==> src/rtl/uart_pkg.sv <==
// uart_pkg: shared state encoding, parity modes and baud helper for the UART transmitter
package uart_pkg;
  typedef enum logic [2:0] {
    S_IDLE,
    S_START,
    S_DATA,
    S_PAR,
    S_STOP,
    S_ACK
  } uart_tx_state_t;
  localparam logic [1:0] PAR_NONE = 2'b00;
  localparam logic [1:0] PAR_ODD  = 2'b01;
  localparam logic [1:0] PAR_EVEN = 2'b10;
  localparam logic [1:0] PAR_MARK = 2'b11;
  function automatic int bit_cycles(input int clk_hz, input int baud);
    return clk_hz / baud;
  endfunction
endpackage

==> src/rtl/uart_baud_timer.sv <==
// uart_baud_timer: free-running bit timer, ticks on the last clock of each bit time
module uart_baud_timer #(
  parameter int BIT_CYCLES = 10
) (
  input  logic clk,
  input  logic clr,
  output logic tick
);
  localparam int W = $clog2(BIT_CYCLES);
  logic [W-1:0] cnt_q, cnt_d;
  assign tick = cnt_q == W'(BIT_CYCLES - 1);
  always_comb cnt_d = (clr || tick) ? '0 : cnt_q + 1'b1;
  always_ff @(posedge clk) cnt_q <= cnt_d;
endmodule

==> src/rtl/uart_tx_cfg.sv <==
// uart_tx_cfg: configurable UART transmitter with runtime parity/stop selection and Send/Sent handshake
module uart_tx_cfg
  import uart_pkg::*;
#(
  parameter int CLK_FREQ_HZ = 100_000_000,
  parameter int BAUD        = 19_200,
  parameter int DATA_BITS   = 8
) (
  input  logic                 clk,
  input  logic                 Reset,
  input  logic                 Send,
  input  logic [DATA_BITS-1:0] Din,
  input  logic [1:0]           Parity,
  input  logic                 StopTwo,
  output logic                 Sout,
  output logic                 Sent,
  output logic                 Busy
);
  localparam int BIT_CYCLES = bit_cycles(CLK_FREQ_HZ, BAUD);
  localparam int IW = $clog2(DATA_BITS);
  uart_tx_state_t state_q, state_d;
  logic [IW-1:0] idx_q, idx_d;
  logic [DATA_BITS-1:0] data_q, data_d;
  logic [1:0] par_q, par_d;
  logic stop_q, stop_d, two_q, two_d, sout_q, sout_d, tick, par_bit;
  uart_baud_timer #(.BIT_CYCLES(BIT_CYCLES)) u_timer (
    .clk (clk),
    .clr (Reset || state_q == S_IDLE),
    .tick(tick)
  );
  assign par_bit = par_q == PAR_ODD ? ~^data_q : par_q == PAR_EVEN ? ^data_q : 1'b1;
  always_comb begin
    state_d = state_q;
    idx_d   = idx_q;
    stop_d  = stop_q;
    data_d  = data_q;
    par_d   = par_q;
    two_d   = two_q;
    case (state_q)
      S_IDLE: if (Send) begin
        state_d = S_START;
        data_d  = Din;
        par_d   = Parity;
        two_d   = StopTwo;
      end
      S_START: if (tick) begin
        state_d = S_DATA;
        idx_d   = '0;
      end
      S_DATA: if (tick) begin
        idx_d   = idx_q == IW'(DATA_BITS - 1) ? idx_q : idx_q + 1'b1;
        stop_d  = 1'b0;
        state_d = idx_q != IW'(DATA_BITS - 1) ? S_DATA : par_q != PAR_NONE ? S_PAR : S_STOP;
      end
      S_PAR: if (tick) begin
        state_d = S_STOP;
        stop_d  = 1'b0;
      end
      S_STOP: if (tick) begin
        stop_d  = 1'b1;
        state_d = (two_q && !stop_q) ? S_STOP : S_ACK;
      end
      S_ACK: state_d = Send ? S_ACK : S_IDLE;
      default: state_d = uart_tx_state_t'('x);
    endcase
    // Sout is registered, so it is driven from the state being entered
    sout_d = state_d == S_START ? 1'b0 :
             state_d == S_DATA  ? data_q[idx_d] :
             state_d == S_PAR   ? par_bit : 1'b1;
  end
  always_ff @(posedge clk) begin
    if (Reset) begin
      state_q <= S_IDLE;
      idx_q   <= '0;
      stop_q  <= 1'b0;
      data_q  <= '0;
      par_q   <= PAR_NONE;
      two_q   <= 1'b0;
      sout_q  <= 1'b1;
    end else begin
      state_q <= state_d;
      idx_q   <= idx_d;
      stop_q  <= stop_d;
      data_q  <= data_d;
      par_q   <= par_d;
      two_q   <= two_d;
      sout_q  <= sout_d;
    end
  end
  assign Sout = sout_q;
  assign Sent = state_q == S_ACK;
  assign Busy = state_q != S_IDLE;
endmodule

==> config.mk <==
export PLATFORM = sky130hd
export DESIGN_NAME = uart_tx_cfg
export DESIGN_NICKNAME = d
export VERILOG_FILES = /design/src/rtl/uart_pkg.sv /design/src/rtl/uart_baud_timer.sv /design/src/rtl/uart_tx_cfg.sv
export SDC_FILE = /design/constraint.sdc
export NUM_CORES = 1
export LEC_CHECK = 0
export CORE_ASPECT_RATIO = 0.9
export CORE_MARGIN = 3
export CORE_UTILIZATION = 50
export DETAILED_ROUTE_END_ITERATION = 8
export PLACE_DENSITY = 0.72
export REMOVE_ABC_BUFFERS = 1
export SKIP_CTS_REPAIR_TIMING = 1
export SLEW_MARGIN = 20
export SYNTH_ARGS = -nofsm -noshare
export SYNTH_HDL_FRONTEND = slang
export SYNTH_SLANG_ARGS = --single-unit
export TNS_END_PERCENT = 50
==> constraint.sdc <==
create_clock -name clk -period 7.4 [get_ports clk]
set_clock_uncertainty 0.05 [all_clocks]
set_input_delay 0.74 -clock clk [delete_from_list [all_inputs] [get_ports clk]]
set_output_delay 0.74 -clock clk [all_outputs]
set_load 0.05 [all_outputs]
======== After elaboration in Yosys (flattened, before gate mapping) ========
Cells that the tools add are included.
operators by class
  equality and inequality tests ........... 15
  $add $sub $neg .......................... 2
  magnitude comparators ................... 1
  mux-type cells .......................... 24
  reduce and logical (&&, ||, !) cells .... 13
operators with widths
  cell                                                   number
  two-way mux 3 bit                                      11
  case mux 3 bit (6 select lines)                        1
  adder 13 x 1 -> 13 bit, second input constant          1
  == test 13 bit, second input constant                  1
  == test 3 x 2 -> 1 bit, second input constant          4
  == test 3 bit, second input constant                   3
  two-way mux 1 bit                                      9
  XNOR reduction 8 bit                                   1
  XOR reduction 8 bit                                    1
  == test 3 x 1 -> 1 bit, second input constant          2
  case mux 3 bit (2 select lines)                        1
  < comparator 3 x 4 -> 1 bit, second input constant     1
  inequality test 2 x 1 -> 1 bit, second input constant  2
  nonzero test 2 bit                                     2
  adder 3 x 1 -> 3 bit, second input constant            1
  binary-select mux 1 bit (select 3 bit)                 1
  zero test 3 bit                                        1
  inequality test 3 bit, second input constant           1
  AND reduction 3 bit                                    1
  nonzero test 3 bit                                     1
  == test 2 x 1 -> 1 bit, second input constant          1
  == test 2 bit, second input constant                   1
  logical OR 1 bit                                       2
  case mux 1 bit (2 select lines)                        1
  4 further kinds                                        4
word-level totals
  word-level logic and storage cells ...... 63
  register bits after elaboration ......... 32

======== Depth between registers and ports, before layout ========
  word-level depth ........................ 9
  gate-level depth with buffers ........... 9

======== Hierarchy ========
From an unflattened synthesis, not the netlist that was laid out.
second synthesis, totals
  cells, all modules ...................... 199
  area, all modules ....................... 1661.6 sq um
by module, submodules not included
  module           cells each  instances  area an instance (sq um)
  uart_tx_cfg      135         1          1054.8
  uart_baud_timer  64          1          606.8

======== Least setup slack after synthesis ========
OpenSTA, ideal clock, no wires.
  kind .................................... register to register
  start point ............................. register u_timer.cnt_q[9]
  end point ............................... register sout_q (netlist: Sout)
  arrival ................................. 2.307 ns
  buffers on the path ..................... 0
  library setup time ...................... 0.135 ns
  stages on the path, launching flop included .. 8
  setup slack ............................. 4.908 ns
  cells stage by stage .................... dfxtp_1 or4b_4 or3_2 o21ai_0 nor2_1 a2111o_1 nand4_1 a32oi_1
between the ends
  longest elaborated chain between the ends .. 7
RTL lines
  what                                                                                RTL line                              RTL
  from (decl)                                                                         uart_baud_timer.sv:10                 logic [W-1:0] cnt_q, cnt_d;
  from (signal assigned)                                                              uart_baud_timer.sv:13                 always_ff @(posedge clk) cnt_q <= cnt_d;
  == test 13 bit *                                                                    uart_baud_timer.sv:11                 assign tick = cnt_q == W'(BIT_CYCLES - 1);
  two-way mux 3 bit, on equally long branches                                         -
  case mux 3 bit (2 select lines) or case mux 3 bit (6 select lines) (tied branches)  uart_tx_cfg.sv:39                     case (state_q)
  binary-select mux 1 bit (select 3 bit) or == test 3 x 2 -> 1 bit (tied branches)    uart_tx_cfg.sv:68, uart_tx_cfg.sv:69
  two-way mux 1 bit, on equally long branches                                         uart_tx_cfg.sv:68, uart_tx_cfg.sv:69
  two-way mux 1 bit                                                                   uart_tx_cfg.sv:68                     state_d == S_DATA ? data_q[idx_d] :
  two-way mux 1 bit *                                                                 uart_tx_cfg.sv:67                     sout_d = state_d == S_START ? 1'b0 :
  to (signal assigned)                                                                uart_tx_cfg.sv:87                     sout_q <= sout_d;
  to (decl)                                                                           uart_tx_cfg.sv:25                     logic stop_q, stop_d, two_q, two_d, sout_q, sout_d, tick, par_bit;
Every way passes the cells marked *; elsewhere a longest branch is shown, timed or not. The select of a mux whose other input is x is not followed.
A chain may end at the register's enable or synchronous reset.

======== Worst setup path in the final report ========
  start point ............................. register state_q[1]
  end point ............................... output port Sent
between the ends
  longest elaborated chain between the ends .. 1
RTL lines
  what                    RTL line           RTL
  from (decl)             uart_tx_cfg.sv:21  uart_tx_state_t state_q, state_d;
  from (signal assigned)  uart_tx_cfg.sv:81  state_q <= state_d;
  == test 3 bit           uart_tx_cfg.sv:91  assign Sent = state_q == S_ACK;
  to (decl)               uart_tx_cfg.sv:16  output logic Sent,
No other way between the ends.

==> out/results.ini <==
[run_status]
status=finished clean

[logic_synthesis]
yosysWarningCount=0
syn_area_per_cell_sq_um=8.26
yosys.cell_types.count=41
synth_top_area_cell=dfxtp_1
syn_area_sq_um=1670
synth-seq-cells=32
synthTopCellsByArea=dfxtp_1, xnor2_1, nor2_1
synth_top_cell_area_share_pct=38.4
netlist_instances=202
synth_seq_area_share_pct=38.4

[die]
core_sq_um=3110
fp.dieW_um=66.9
start_util_pct=53.6
dieArea_sq_um=4070
num_rows=19
die_h_um=60.8
ioPinCount=17

[clock_network]
clk_latency_ns=0.27
cts.clk_slew.worst_paths_ns=0.06
cts-root-buf=clkbuf_8
htree_levels=2
numCtsBuffers=5
cts.sinks=32
cts_tree=built
clockBufferDepth=2

[sta]
finalHoldWorstSlack_ns=0.415
worst_slack_ns=4.56
setup_viol=0
rsz0062_at_grt=no
tns_ns=0
max_slew_margin_pct=52.3
final_max_slew_viol_count=0
hold_viol_final=0
fin_crit_ns=2.84
worstMarginPinSlew_ns=0.713
fmax_mhz=352
fin_crit_sh_pct=38.4

[placement]
dp.cells=251
place_hpwl_mm=2.63
io_buffers=16
globalplace.congestion=0.951
place_ws_ns=4.70

[drt]
wl_mm=3.54
dr.pass1.iters=4
post_drt_wl_per_cell_um=13.8
avgViaCountPerCell=5.69
num_vias=1457
met2WireLength_mm=1.60
wl_met1_mm=1.72
first_iter_violations=171
routed.top_layer=met4
wl_met3_um=165
route.detailed.drc=0
postRouteAntennaNets=0

[job]
drv_cap=0

[critical_path]
r2r_slack_ns=4.67
crit_chain=inv_1, and3_2, clkdlybuf4s50_1
setup.worst_path.end_class=output port
criticalPathCategory=reg -> out
crit_slowest_cell=clkdlybuf4s50_1
cp-start-kind=flip-flop
worst_ep_required_time_ns=6.61
max_stage_delay_ns=0.69
worstPathMaxFanout=12
arrival_ns=2.05

[global_routing]
antenna_found_initial=0
grt_max_degree=20
grt_pass1_vias=1318
grt_pass1_wl_mm=6.17
track_usage_pct=20.4
globalRoute.totalOverflow=0

[pwr]
p_per_area_nw_per_um2=181
power_mw=0.339
leakagePower_nw=0.590
peakVddDrop_mv=0.115

[worst_hold_path]
hp-class=reg -> reg

[cells_and_area]
synthToLayoutAreaGrowth_pct=12.2
instances_no_fill=256
final_nets=232
layout-drive-gt1-share_pct=5.14
diodes=0

## layer usage
metal / vias to the layer above / GRT usage [%]
li1: 738 / -
met1: 680 / 28.3
met2: 33 / 29.7
met3: 6 / 4.63
met4: 0 / 10.7
met5: - / 0
## state kept, by name (all words and copies together), names as in the netlist
register       flops
stop_q             1
state_q            3
data_q             8
u_timer.cnt_q     13
idx_q              3
two_q              1
par_q              2
Sout               1
## stage by stage
step	utilization (%)	instance area, sq um
after global placement	57.9	1800
after detailed placement	57.9	1800
after floorplan	-	1590
final	60.1	1870
after global routing	60.1	1870
after CTS	60.1	1870
## synthesized netlist by cell type
master	number
dfxtp_1	32
or3_2	1
o31a_1	1
o31a_2	1
nand4b_1	4
a21boi_0	1
a211oi_1	3
a2bb2oi_1	1
a2111o_1	1
or4bb_1	1
and2_1	1
o21a_1	1
nand3_1	10
a311oi_4	1
or4b_4	1
o31ai_1	1
a21boi_1	1
nand3b_1	1
or3_1	1
nor3_1	6
xor2_1	4
inv_1	5
or4_1	1
buf_6	2
nand2b_1	1
and3_2	2
a22oi_1	3
xnor2_1	14
clkbuf_1	4
a31oi_1	1
a32oi_1	1
nand4_1	7
ha_1	2
a21oi_1	15
a41oi_1	1
nor2b_1	1
nand4bb_1	1
nor2_1	29
nand2_1	27
clkbuf_8	3
o21ai_0	8
## report_power, final
| group | switching [mW] | internal [mW] | leakage, nW |
|---|---|---|---|
| Clock | 0.0547 | 0.0604 | 0.0359 |
| Combinational | 0.0212 | 0.0189 | 0.294 |
| Sequential | 0.00594 | 0.178 | 0.260 |
| Total | 0.0819 | 0.257 | 0.590 |
## cell usage in the layout (no fill, tap or decap), types with 2 or more instances in the layout
| master | count |
|---|---|
| ha_1 | 2 |
| nand3_1 | 10 |
| inv_1 | 5 |
| and3_2 | 2 |
| xor2_1 | 4 |
| nand2_1 | 27 |
| nand4_1 | 7 |
| dfxtp_1 | 32 |
| a211oi_1 | 3 |
| clkbuf_8 | 5 |
| nor3_1 | 6 |
| xnor2_1 | 14 |
| a21oi_1 | 15 |
| a22oi_1 | 3 |
| clkdlybuf4s50_1 | 16 |
| o21ai_0 | 8 |
| nand4b_1 | 4 |
| nor2_1 | 29 |
## final timing paths
| path | from | to | cells after the start |
|---|---|---|---|
| max | state_q[1] | Sent | 3 |
| min | two_q | two_q | 2 |
| min reg2reg | two_q | two_q | 2 |
| max reg2reg | u_timer.cnt_q[9] | Sout | 7 |
## critical path, delay by kind of cell, from the launching register on
kind / cells / cell delay, ns
simple gates: 1 / 0.27
flops: 1 / 0.61
buf+inv: 2 / 0.89
## final cells by class
cell class | instances | area, sq um
Clock buffer | 5 | 68.8
Timing Repair Buffer | 16 | 160
Multi-Input combinational cell | 156 | 930
Tap cell | 42 | 52.6
Inverter | 5 | 18.8
Fill cell | 296 | 1240
Sequential cell | 32 | 641
## logic make-up (layout without fill, tap and decap cells)
group	after synthesis	in the layout	synth area share, %
AO/OA/AOI/OAI	41	41	16.7
XOR/XNOR	18	18	9.45
adder cells (fa/ha/maj)	2	2	1.50
buffers and inverters	14	26	5.85
flip-flops	32	32	38.4
AND/OR/NAND/NOR	95	95	28.1
Note: power is estimated with default switching activity, not from simulation.
